[src/rtl/cpu_pkg.sv]
// rtl/cpu_pkg.sv - shared CPU widths, fetch entry layout and debug encodings
package cpu_pkg;

  localparam int XLEN = 32;

  // Canonical RISC-V NOP (addi x0, x0, 0), used when displaying empty slots
  localparam logic [XLEN-1:0] NOP_INSTR = 32'h00000013;

  typedef struct packed {
    logic [XLEN-1:0] pc;
    logic [XLEN-1:0] instr;
  } fetch_entry_t;

endpackage

[src/rtl/fetch_queue.sv]
// rtl/fetch_queue.sv - first-word-fall-through instruction buffer between Fetch and Decode
module fetch_queue #(
  parameter int DEPTH = 8,
  parameter int XLEN  = cpu_pkg::XLEN,
  parameter int PTR_W = $clog2(DEPTH)
) (
  input  logic             clk,
  input  logic             reset_n,
  input  logic             enq_valid,
  input  logic [XLEN-1:0]  enq_instr,
  input  logic [XLEN-1:0]  enq_pc,
  output logic             enq_ready,
  input  logic             fetch_complete,
  output logic             deq_valid,
  output logic [XLEN-1:0]  deq_instr,
  output logic [XLEN-1:0]  deq_pc,
  input  logic             deq_ready,
  input  logic             flush,
  output logic [PTR_W:0]   count,
  output logic             drained
);

  typedef struct packed {
    logic [XLEN-1:0] pc;
    logic [XLEN-1:0] instr;
  } entry_t;

  localparam logic [PTR_W:0] FULL_COUNT = (PTR_W+1)'(DEPTH);

  entry_t           mem_q [DEPTH];
  logic [PTR_W-1:0] head_q, head_d;
  logic [PTR_W-1:0] tail_q, tail_d;
  logic [PTR_W:0]   count_q, count_d;
  logic             drained_q, drained_d;
  logic             enq_fire, deq_fire;

  // Full is judged on count_q only, so deq_ready never reaches enq_ready
  assign enq_ready = (count_q != FULL_COUNT) & ~flush;
  assign deq_valid = (count_q != '0);
  assign enq_fire  = enq_valid & enq_ready;
  assign deq_fire  = deq_valid & deq_ready;
  assign deq_instr = mem_q[head_q].instr;
  assign deq_pc    = mem_q[head_q].pc;
  assign count     = count_q;
  assign drained   = drained_q;

  always_comb begin
    head_d  = head_q;
    tail_d  = tail_q;
    count_d = count_q;
    if (flush) begin
      head_d  = '0;
      tail_d  = '0;
      count_d = '0;
    end else begin
      if (enq_fire) tail_d = tail_q + PTR_W'(1);
      if (deq_fire) head_d = head_q + PTR_W'(1);
      count_d = count_q + {{PTR_W{1'b0}}, enq_fire} - {{PTR_W{1'b0}}, deq_fire};
    end
    drained_d = fetch_complete & (count_d == '0) & ~flush;
  end

  always_ff @(posedge clk) begin
    if (!reset_n) begin
      head_q    <= '0;
      tail_q    <= '0;
      count_q   <= '0;
      drained_q <= 1'b0;
    end else begin
      head_q    <= head_d;
      tail_q    <= tail_d;
      count_q   <= count_d;
      drained_q <= drained_d;
    end
  end

  // Storage is deliberately left uninitialised by reset
  always_ff @(posedge clk) begin
    if (reset_n && enq_fire) begin
      mem_q[tail_q] <= '{pc: enq_pc, instr: enq_instr};
    end
  end

endmodule

[config.mk]
export PLATFORM = sky130hd
export DESIGN_NAME = fetch_queue
export DESIGN_NICKNAME = d
export VERILOG_FILES = /design/src/rtl/cpu_pkg.sv /design/src/rtl/fetch_queue.sv
export SDC_FILE = /design/constraint.sdc
export NUM_CORES = 1
export LEC_CHECK = 0
export CAP_MARGIN = 30
export CORE_MARGIN = 5
export CORE_UTILIZATION = 55
export DETAILED_ROUTE_END_ITERATION = 16
export PLACE_DENSITY = 0.75
export SLEW_MARGIN = 20
export SYNTH_ARGS = -nofsm -noshare
export SYNTH_HDL_FRONTEND = slang
export SYNTH_SLANG_ARGS = --single-unit
[constraint.sdc]
create_clock -name clk -period 10.3 [get_ports clk]
set_clock_uncertainty 0.2 [all_clocks]
set_input_delay 2.06 -clock clk [delete_from_list [all_inputs] [get_ports clk]]
set_output_delay 2.06 -clock clk [all_outputs]
set_load 0.02 [all_outputs]
==> results.md <==
* Status: finished, final reports clean
* Ys async rst share at 0%
* Combinational power share at under 10%
* Avg Inst Size Synth at approximately 24 um2
* Setup TNS at 0 ns
* Post-CTS Hold Fix Bufs at 0
* Critical path's top delay family: buffers and inverters
* Worst-Margin Slew at 0.967 ns
* Antenna violations before repair at 3
* Maximum vdd drop at 0.156 mV
* IO buf count at 140
* Tmin final at 6.05 ns
* Clock Latency Late Sink at 0.56 ns
* Switch share at 20.2%
* CP Capture Point: deq_instr[6]
* # nets final at 1084
* Critical Path AT at 3.79 ns
* Boundary Pins at 141
* Synth area leader: edfxtp_1
* Hold Path Class: reg -> reg
* Vias in the first global route at 9745
* Max H-tree Level at 2
* First-pass GRT wire length at 58200 um
* Busiest grt layer: met2
* GP Congestion at 0.719
* Vert. Die Dim at 201 um
* Setup Crit Path Kind: reg -> out
* Post-synth top area share at approximately 77%
* P_sw at between 0.0008 and 0.0009 W
* GR Util met1 at 25.4%
* Die area at 40200 um2
* Reg power frac at between 50% and 60%
* GRT Total Usage at a little under a fifth
* CP Buf/Inv Count at 2
* Distinct cells, synth at 34
* Layout Utilization at 66.4%
* Maximum clock path buffer count at 3
* Fmax at around 170 MHz
* DRT Pass-1 Iters at 5
* WL/cell at ~25 um
* Max cap viols at 0
* Max-slew violation count at 0
* Total number of vias at 8837
* Area grow syn2layout at 18.8%
* P_int at 0.00355 W
* CTS Buf Count at 51
* CP startpoint kind: flip-flop
* Detailed placement HPWL at about 20000 um
* Area of the core at between 30000 and 40000 um2
* Crit-path max cell delay at 0.94 ns
* Critical R2R Launch: count[2]
* Worst reg2reg path depth at 7
* Max stage delay cell, worst path: dfxtp_4
* Cell count along the critical path at 4
* Seq/Total Area, Yosys at 78.4%
* Synth area leaders: edfxtp_1, mux4_2, mux2_2
* #FFs+latches synth at 526
* Initial Utilization at 55.8%
* Post_cts resized at 0
* Share of layout cells above drive strength 1 at roughly 29%
* Mapped Area at 20000 um2
* # Post-CTS Setup Buffers at 0
* Crit Path Max Fanout at 66
* Final Cycle Share at between 50% and 60%
* Reg clk slew, reported paths at 0.06 ns
* PwrDens at 187 nW/um2
* Num rows at 69
* Grt met3 use at approximately 4%
* Final ANT Viol Nets at 0
* DR iter-0 viols at 579
* Root Buffer: clkbuf_16
* RSZ-0062 raised after global routing: false
* Placed Area at 22000 um2
* Top FF cell, synth: edfxtp_1
* Syn_nets at between 900 and 1000
* Final setup fails at 0
* CTS tree: built
* Met2 Usage GRT at 32.3%
* Relative slew slack at 35.5%
* Worst setup EP type: primary output
* Crit path cell chain: buf_4 > mux4_2 > mux2_2 > clkdlybuf4s50_1
* Synth warn at 0
* Finished Cell Area at 23700 um2
* Die W at 201 um
* DRC Markers at 0
* Post-synth EDFFs at 512
* Clock share of power at 40.4%
* Pin count of the biggest net entering global routing at between 60 and 70
* Vias per cell at 5.86
* GRT overflow at 0
* Routed WL at 37600 um
* Leakage at 7.29 nW
* Total power at 0.00445 W
* Count of final hold-check violations at 0
* Syn Inst Count at 824
* Fillers at approximately 2300
* Clock tree sinks at roughly 530
* Slack of the worst reg-to-reg path at a little under 7 ns
* Reg2Reg Capture Point: mem_q[2][26]
* Crit path required time at 8.04 ns
-- through the flow --
step           hold WS, ns  std cells  setup WS [ns]
2_1_floorplan        0.253        824           2.66
6_report             0.312       1509           4.25
3_5_place_dp         0.297       1407           4.36
3_3_place_gp         0.264       1403           4.34
4_1_cts              0.314       1502           3.72
5_1_grt              0.343       1508           4.01
-- worst min-delay path, stage by stage, from the launching register on --
cell     delay [ns]
dfxtp_1        0.31
o31ai_1        0.07
a21oi_1        0.08
-- cell usage after synthesis (all sizes together) (2+ instances only) --
| cell type | instances |
|---|---|
| mux2 | 64 |
| clkbuf | 9 |
| inv | 8 |
| dfxtp | 14 |
| nor3b | 2 |
| a21oi | 7 |
| edfxtp | 512 |
| mux4 | 128 |
| and2 | 2 |
| nor3 | 2 |
| nand2 | 4 |
| nor2 | 9 |
| nand3b | 3 |
| nand3 | 3 |
| buf | 27 |
| nor2b | 2 |
| or3 | 3 |
| o21ai | 4 |
| or3b | 2 |
| ha | 8 |
-- per-layer routing --
layer	share of wire [%]	wire length, um	up-vias
li1	-	-	3881
met1	41	15600	4677
met2	51	19200	217
met3	5.3	2000	58
met4	2.1	781	4
met5	0.066	25	-
-- cell families (layout without fill, tap and decap cells) --
group / Yosys count / in the layout / share of synthesized area [%]
AO/OA/AOI/OAI: 14 / 14 / 0.401
XOR/XNOR: 1 / 1 / 0.0439
adder cells (fa/ha/maj): 9 / 9 / 0.602
buffers and inverters: 44 / 267 / 1.37
flip-flops: 526 / 526 / 78.4
multiplexers: 193 / 193 / 18.1
other: 0 / 1 / 0
AND/OR/NAND/NOR: 37 / 37 / 1.05
-- cells in the final DEF, fill, tap and decap left out, drive strengths merged --
master / Yosys / layout
ha: 8 / 8
nor2b: 2 / 2
or3b: 2 / 2
nand3b: 3 / 3
or3: 3 / 3
nor4b: 1 / 1
and3: 1 / 1
dfxtp: 14 / 14
edfxtp: 512 / 512
mux2: 64 / 64
clkinv: 0 / 26
nand2: 4 / 4
nand3: 3 / 3
clkdlybuf4s50: 0 / 140
a21o: 1 / 1
and4: 1 / 1
nor3: 2 / 2
mux4: 128 / 128
nor2: 9 / 9
o21ai: 4 / 4
o31ai: 1 / 1
buf: 27 / 24
a21bo: 1 / 1
nor3b: 2 / 2
fa: 1 / 1
or4: 1 / 1
clkbuf: 9 / 62
diode: 0 / 1
mux2i: 1 / 1
and2: 2 / 2
nand2b: 1 / 1
a21oi: 7 / 7
bufinv: 0 / 4
inv: 8 / 8
clkinvlp: 0 / 3
xnor2: 1 / 1
-- registers in the layout (all words and copies together) (netlist names), named ones only --
name / cells
drained: 1
tail_q: 3
head_q: 3
mem_q: 512
count: 4
-- area by class of cell --
type                    instances  area (um2)  share of cell area (%)
diodes                          1        2.50                  0.0105
clock buffers                  62        1360                    5.73
clock inverters                33         273                    1.15
inverters                       8        30.0                   0.127
multi-input cells             254        4090                    17.2
flip-flops and latches        526       15700                    66.0
well taps                     461         577                    2.43
repair buffers                164        1730                    7.28
-- worst min-delay path by stage --
stage | from | end | slack (ns) | depth (start not counted)
after floorplan | head_q[2] | flip-flop | 0.25 | 2
after global placement | head_q[2] | flip-flop | 0.26 | 2
after detailed placement | head_q[1] | flip-flop | 0.30 | 2
after CTS | head_q[2] | flip-flop | 0.31 | 2
after global routing | head_q[2] | flip-flop | 0.34 | 2
final | head_q[2] | flip-flop | 0.31 | 2
-- power groups by stage --
stage	clock network, W	logic (W)	registers [W]
final	0.00179	0.000278	0.00237
after global routing	0.00193	0.000299	0.00237
after CTS	0.00184	0.000280	0.00237
after detailed placement	0	0.000278	0.00242
after global placement	0	0.000272	0.00242
after floorplan	0	0.000161	0.00242
(Power assumes the default switching activity.)
